$ cat src/rtl/bus_arb_pkg.sv
// Shared types and tag constants for the I-cache/D-cache system-bus arbiter.
package bus_arb_pkg;

    typedef enum logic [1:0] {
        IDLE,
        ADDR,
        WDATA,
        RESP
    } arb_state_e;

    localparam logic       TAG_READ     = 1'b1;
    localparam logic       TAG_WRITE    = 1'b0;
    localparam logic [3:0] TAG_TYPE_MEM = 4'b0001;

    localparam logic [7:0] ID_IC = 8'h01;
    localparam logic [7:0] ID_DC = 8'h02;

    function automatic logic [12:0] make_tag(input logic rd, input logic [7:0] id);
        return {rd, TAG_TYPE_MEM, id};
    endfunction

endpackage

$ cat src/rtl/bus_rr_pick.sv
// Two-way winner select; bit 0 = I-cache, bit 1 = D-cache.
// BUS_ARB_DCACHE_PRIO_EN turns it into fixed D-cache priority.
module bus_rr_pick (
    input  logic       ic_valid_i,
    input  logic       dc_valid_i,
    input  logic       last_dc_i,
    output logic [1:0] grant_o
);

    always_comb begin
        grant_o = '0;
`ifdef BUS_ARB_DCACHE_PRIO_EN
        if (dc_valid_i) begin
            grant_o = 2'b10;
        end else if (ic_valid_i) begin
            grant_o = 2'b01;
        end
`else
        if (ic_valid_i && dc_valid_i) begin
            grant_o = last_dc_i ? 2'b01 : 2'b10;
        end else if (ic_valid_i) begin
            grant_o = 2'b01;
        end else if (dc_valid_i) begin
            grant_o = 2'b10;
        end
`endif
    end

`ifdef BUS_ARB_DCACHE_PRIO_EN
    logic unused_last;
    assign unused_last = last_dc_i;
`endif

endmodule

$ cat src/rtl/bus_arbiter.sv
// Shares the single system-bus port between I-cache and D-cache, one line transaction at a time.
// Define BUS_ARB_DCACHE_PRIO_EN for fixed D-cache priority instead of round-robin.
module bus_arbiter
    import bus_arb_pkg::*;
#(
    parameter int BUS_DATA_WIDTH = 64,
    parameter int BUS_TAG_WIDTH  = 13,
    parameter int LINE_BEATS     = 8
) (
    input  logic                                 clk,
    input  logic                                 reset,
    input  logic                                 ic_req_valid,
    input  logic [63:0]                          ic_req_addr,
    output logic                                 ic_req_ready,
    output logic                                 ic_rsp_valid,
    input  logic                                 dc_req_valid,
    input  logic                                 dc_req_write,
    input  logic [63:0]                          dc_req_addr,
    input  logic [LINE_BEATS*BUS_DATA_WIDTH-1:0] dc_req_wdata,
    output logic                                 dc_req_ready,
    output logic                                 dc_rsp_valid,
    output logic [BUS_DATA_WIDTH-1:0]            rsp_data,
    output logic                                 rsp_last,
    output logic                                 busy,
    output logic                                 bus_reqcyc,
    output logic [BUS_DATA_WIDTH-1:0]            bus_req,
    output logic [BUS_TAG_WIDTH-1:0]             bus_reqtag,
    output logic                                 bus_respack,
    input  logic                                 bus_reqack,
    input  logic                                 bus_respcyc,
    input  logic [BUS_DATA_WIDTH-1:0]            bus_resp,
    input  logic [BUS_TAG_WIDTH-1:0]             bus_resptag
);

    localparam int CNT_W = (LINE_BEATS > 1) ? $clog2(LINE_BEATS) : 1;
    localparam logic [CNT_W-1:0] CNT_LAST = CNT_W'(LINE_BEATS - 1);

    arb_state_e                                  state_q, state_d;
    logic [CNT_W-1:0]                            cnt_q, cnt_d;
    logic                                        owner_dc_q;
    logic                                        write_q;
    logic [57:0]                                 addr_q;
    logic [LINE_BEATS-1:0][BUS_DATA_WIDTH-1:0]   wdata_q;

    logic [1:0] grant;
    logic       accept;
    logic       last_dc;
    logic [7:0] id_w;
    logic       tag_hit;

    bus_rr_pick u_pick (
        .ic_valid_i (ic_req_valid),
        .dc_valid_i (dc_req_valid),
        .last_dc_i  (last_dc),
        .grant_o    (grant)
    );

    // Reset is folded in so no request is acknowledged while held in reset.
    assign accept  = (state_q == IDLE) && !reset && (|grant);
    assign id_w    = owner_dc_q ? ID_DC : ID_IC;
    assign tag_hit = bus_respcyc && (bus_resptag[7:0] == id_w);
    assign busy    = (state_q != IDLE);

`ifdef BUS_ARB_DCACHE_PRIO_EN
    assign last_dc = 1'b0;
`else
    logic last_dc_q, last_dc_d;

    assign last_dc   = last_dc_q;
    assign last_dc_d = accept ? grant[1] : last_dc_q;

    always_ff @(posedge clk or posedge reset) begin
        if (reset) begin
            last_dc_q <= 1'b1;
        end else begin
            last_dc_q <= last_dc_d;
        end
    end
`endif

    always_comb begin
        state_d      = state_q;
        cnt_d        = cnt_q;
        ic_req_ready = 1'b0;
        dc_req_ready = 1'b0;
        ic_rsp_valid = 1'b0;
        dc_rsp_valid = 1'b0;
        rsp_data     = '0;
        rsp_last     = 1'b0;
        bus_reqcyc   = 1'b0;
        bus_req      = '0;
        bus_reqtag   = '0;
        bus_respack  = 1'b0;
        case (state_q)
            IDLE: begin
                if (accept) begin
                    ic_req_ready = grant[0];
                    dc_req_ready = grant[1];
                    cnt_d        = '0;
                    state_d      = ADDR;
                end
            end
            ADDR: begin
                bus_reqcyc = 1'b1;
                bus_req    = BUS_DATA_WIDTH'({addr_q, 6'b0});
                bus_reqtag = BUS_TAG_WIDTH'(make_tag(write_q ? TAG_WRITE : TAG_READ, id_w));
                if (bus_reqack) begin
                    state_d = write_q ? WDATA : RESP;
                end
            end
            WDATA: begin
                bus_reqcyc = 1'b1;
                bus_req    = wdata_q[cnt_q];
                bus_reqtag = BUS_TAG_WIDTH'(make_tag(TAG_WRITE, id_w));
                cnt_d      = cnt_q + 1'b1;
                if (cnt_q == CNT_LAST) begin
                    state_d = IDLE;
                end
            end
            RESP: begin
                bus_respack = bus_respcyc;
                // Beats tagged for another requester are acked and dropped.
                if (tag_hit) begin
                    rsp_data     = bus_resp;
                    ic_rsp_valid = !owner_dc_q;
                    dc_rsp_valid = owner_dc_q;
                    cnt_d        = cnt_q + 1'b1;
                    if (cnt_q == CNT_LAST) begin
                        rsp_last = 1'b1;
                        state_d  = IDLE;
                    end
                end
            end
            default: state_d = IDLE;
        endcase
    end

    always_ff @(posedge clk or posedge reset) begin
        if (reset) begin
            state_q    <= IDLE;
            cnt_q      <= '0;
            owner_dc_q <= 1'b0;
            write_q    <= 1'b0;
            addr_q     <= '0;
            wdata_q    <= '0;
        end else begin
            state_q <= state_d;
            cnt_q   <= cnt_d;
            if (accept) begin
                owner_dc_q <= grant[1];
                write_q    <= grant[1] & dc_req_write;
                addr_q     <= grant[1] ? dc_req_addr[63:6] : ic_req_addr[63:6];
                wdata_q    <= dc_req_wdata;
            end
        end
    end

    logic unused_bits;
    assign unused_bits = ^{ic_req_addr[5:0], dc_req_addr[5:0], bus_resptag[BUS_TAG_WIDTH-1:8]};

endmodule
$ cat config.mk
export PLATFORM = sky130hd
export DESIGN_NAME = bus_arbiter
export DESIGN_NICKNAME = d
export VERILOG_FILES = /design/src/rtl/bus_arb_pkg.sv /design/src/rtl/bus_rr_pick.sv /design/src/rtl/bus_arbiter.sv
export SDC_FILE = /design/constraint.sdc
export NUM_CORES = 2
export LEC_CHECK = 0
export CAP_MARGIN = 20
export CORE_AREA = 2 2 335 337
export CTS_CLUSTER_SIZE = 25
export DETAILED_ROUTE_END_ITERATION = 8
export DIE_AREA = 0 0 337 339
export DONT_BUFFER_PORTS = 1
export PLACE_DENSITY = 0.45
export SLEW_MARGIN = 20
export SYNTH_ARGS = -nofsm -noshare
export SYNTH_HDL_FRONTEND = slang
export SYNTH_HIERARCHICAL = 1
export SYNTH_SLANG_ARGS = --single-unit
$ cat constraint.sdc
create_clock -name clk -period 37.9 [get_ports clk]
set_clock_uncertainty 0.1 [all_clocks]
set_input_delay 7.58 -clock clk [delete_from_list [all_inputs] [get_ports clk]]
set_output_delay 7.58 -clock clk [all_outputs]
set_load 0.01 [all_outputs]
==> results.py <==
metrics = {
    "power_and_ir_drop": {
        "finalPower_mw": 2.84,
        "power_leakage_nw": 12.8,
        "ir_worst_vdd_mv": 0.0432,
        "pwr_density_cell_nw_per_um2": 91.2,
    },
    "outcome": {
        "status": "finished, final reports clean",
    },
    "global_route": {
        "grt_pass1_vias": 18000,
        "antenna_found_initial": 115,
        "grt_use_total": 0.179,
        "grt_pass1_wl_um": 143000,
        "overflow": 0,
        "grt_max_degree": 142,
    },
    "sta": {
        "final_hold_viol_count": 0,
        "rsz0062_at_grt": "false",
        "slew-limit-headroom": 0.233,
        "worst_pin_slew_ps": 1140,
        "max_freq_mhz": 57.9,
        "period_share": 0.456,
        "min_period_ps": 17280,
        "fin_setup_tns_ps": 0,
        "timing.final.max_slew_violations": 0,
        "finalSetupViolations": 0,
    },
    "routing": {
        "vias": 17000,
        "drt-pass1-iter-count": 5,
        "wl_um": 105000,
        "dr.first_iter.drc_count": 1017,
        "highest_layer": "met5",
        "met3WireLength_um": 9560,
        "met1_length_um": 45400,
        "wl_per_cell_um": 29.5,
        "viasPerCell": 4.79,
        "ant_nets": 0,
        "dr_wl_met2_um": 47000,
        "drc": 0,
    },
    "setup_path": {
        "slowest_stage": "nor4b_1",
        "path_max_fanout": 67,
        "endpoint_kind": "output pin",
        "r2r_end": "wdata_q[261]",
        "cpPeakStageDelay_ps": 940,
        "worst-setup-path-type": "in2out",
        "r2r_slack_ps": 31860,
        "worstPathCellList": "nor4b_1, o211a_1, buf_4, nor2b_1",
        "reg2reg_from": "last_dc",
        "r2r_cells": 9,
        "cp-start-kind": "input pin",
        "cp.arrival_ps": 9600,
        "cp-endpoint": "ic_rsp_valid",
        "crit_required_ps": 30220,
        "cp-startpoint": "bus_resptag[2]",
    },
    "final_layout": {
        "drive_gt1_frac": 0.329,
        "num-fill-cells": 11200,
        "syn2layout_area_growth_pct": 13.4,
        "nets": 2658,
    },
    "logic_synthesis": {
        "synth_seq_cells": 578,
        "avgSynthCellArea_um2": 13.9,
        "synth_area_leaders": "dfrtp_1 (53%), mux2_2 (17%), mux2_1 (8.3%), mux4_2 (5.8%), mux2i_1 (2.4%)",
        "ys_types": 39,
        "synthFlopType": "dfrtp_1",
        "netlist_area_um2": 27500,
        "synth.largest_area_cell": "dfrtp_1",
        "yosys.area.top_type_share": 0.526,
        "synth_edf_count": 0,
        "syn-instance-count": 1973,
        "yosysWarnings": 6,
        "async_flop_share": 1.00,
        "synth_seq_area_share": 0.527,
    },
    "floorplan": {
        "die-area_um2": 114000,
        "die_h_um": 339,
        "coreArea_um2": 110000,
        "die_x_um": 337,
        "rows": 122,
        "start_util": 0.249,
        "ioPinCount": 873,
    },
    "clocking": {
        "cts-htree-levels": 3,
        "cts_tree": "built",
        "cts_setup_buffers": 0,
        "hold_buffers": 0,
        "cts-resized-gates": 0,
        "clk_pin_slew_ps": 50,
        "cts_sinks": 578,
        "cts_buffer_depth": 3,
        "cts_made_buffers": 72,
        "worstSkewPairLatency_ps": 620,
        "root_buffer": "clkbuf_16",
    },
    "placed_design": {
        "routabilityCongestion": 1.13,
        "hpwl_um": 79300,
        "io_buffers": 0,
    },
    "job": {
        "cap_violations": 0,
    },
    "hold_path": {
        "hold_class": "reg2reg",
    },
}
[worst max-delay path, delay by kind of cell]
family	cells	cell delay, ps
AO/OA/AOI/OAI	1	270
buffers and inverters	1	450
AND/OR/NAND/NOR	2	1280
[cell families (layout without fill, tap and decap cells)]
logic type	after synthesis	in the layout	share of synthesized area
other	1	88	0.000137
flip-flops	578	578	0.527
buffers and inverters	164	166	0.0420
AO/OA/AOI/OAI	188	188	0.0434
adder cells (fa/ha/maj)	8	8	0.00364
AND/OR/NAND/NOR	269	269	0.0445
multiplexers	765	765	0.340
[how the worst min path moves through the flow]
stage,startpoint,end,slack (ps),cells past startpoint
2_1_floorplan,last_dc,last_dc,340,2
6_report,addr_q[51],addr_q[51],380,2
3_5_place_dp,addr_q[51],addr_q[51],370,2
3_3_place_gp,addr_q[30],addr_q[30],370,2
4_1_cts,addr_q[51],addr_q[51],380,2
5_1_grt,wdata_q[109],wdata_q[109],400,1
[report_power, final]
part	total (mW)	switching, mW	internal, mW
registers	1.11	0.183	0.931
logic	1.03	0.528	0.497
clock network	0.701	0.281	0.420
total	2.84	0.993	1.85
[cells in the mapped netlist, drive strengths merged, types with 8 or more instances]
cell	n
inv	9
mux2i	66
mux4	71
and2	68
o31ai	57
mux2	628
nand2	126
clkbuf	40
nor2	65
ha	8
buf	115
dfrtp	577
o21ai	59
o22ai	58
[layer usage]
layer,global-route usage,vias to the layer above
li1,-,7136
met1,0.234,8839
met5,0.0136,-
met3,0.0753,222
met2,0.271,762
met4,0.0432,58
[final cells by class]
cell class | count | area, µm² | share of cell area
timing repair buffer | 26 | 220 | 0.00707
antenna | 79 | 198 | 0.00635
sequential | 578 | 14500 | 0.465
tap | 1488 | 1860 | 0.0598
clock buffer | 107 | 2130 | 0.0685
clock inverter | 24 | 284 | 0.00912
inverter | 9 | 41.3 | 0.00133
multi-input combinational | 1239 | 11900 | 0.383
[state kept, by name, summed over array words and instances, names as in the netlist]
register / cells
wdata_q: 512
owner_dc_q: 1
last_dc: 1
write_q: 1
cnt_q: 3
addr_q: 58
state_q: 2
[stage by stage]
step,util,hold WS [ps],cells,instance area [µm²],setup WS [ps]
finish,0.282,376,3550,31200,20620
global route,0.281,401,3514,31100,20600
CTS,0.281,382,3471,31000,20770
detailed placement,0.259,370,3340,28500,20770
global placement,0.259,367,3340,28500,20800
floorplan,-,345,1981,27500,14030
[layout by cell type, fill, tap and decap left out, types with 18 or more instances in the layout]
| cell | synthesis | final |
|---|---|---|
| and2_1 | 68 | 67 |
| buf_4 | 46 | 24 |
| clkbuf_16 | 0 | 73 |
| clkbuf_8 | 0 | 18 |
| dfrtp_1 | 577 | 574 |
| diode_2 | 0 | 79 |
| mux2_1 | 202 | 202 |
| mux2_2 | 426 | 426 |
| mux2i_1 | 66 | 66 |
| mux4_2 | 71 | 71 |
| nand2_1 | 125 | 123 |
| nor2_1 | 65 | 65 |
| o21ai_0 | 59 | 58 |
| o22ai_1 | 58 | 58 |
| o31ai_1 | 57 | 55 |
Note: power is estimated with default switching activity, not from simulation.
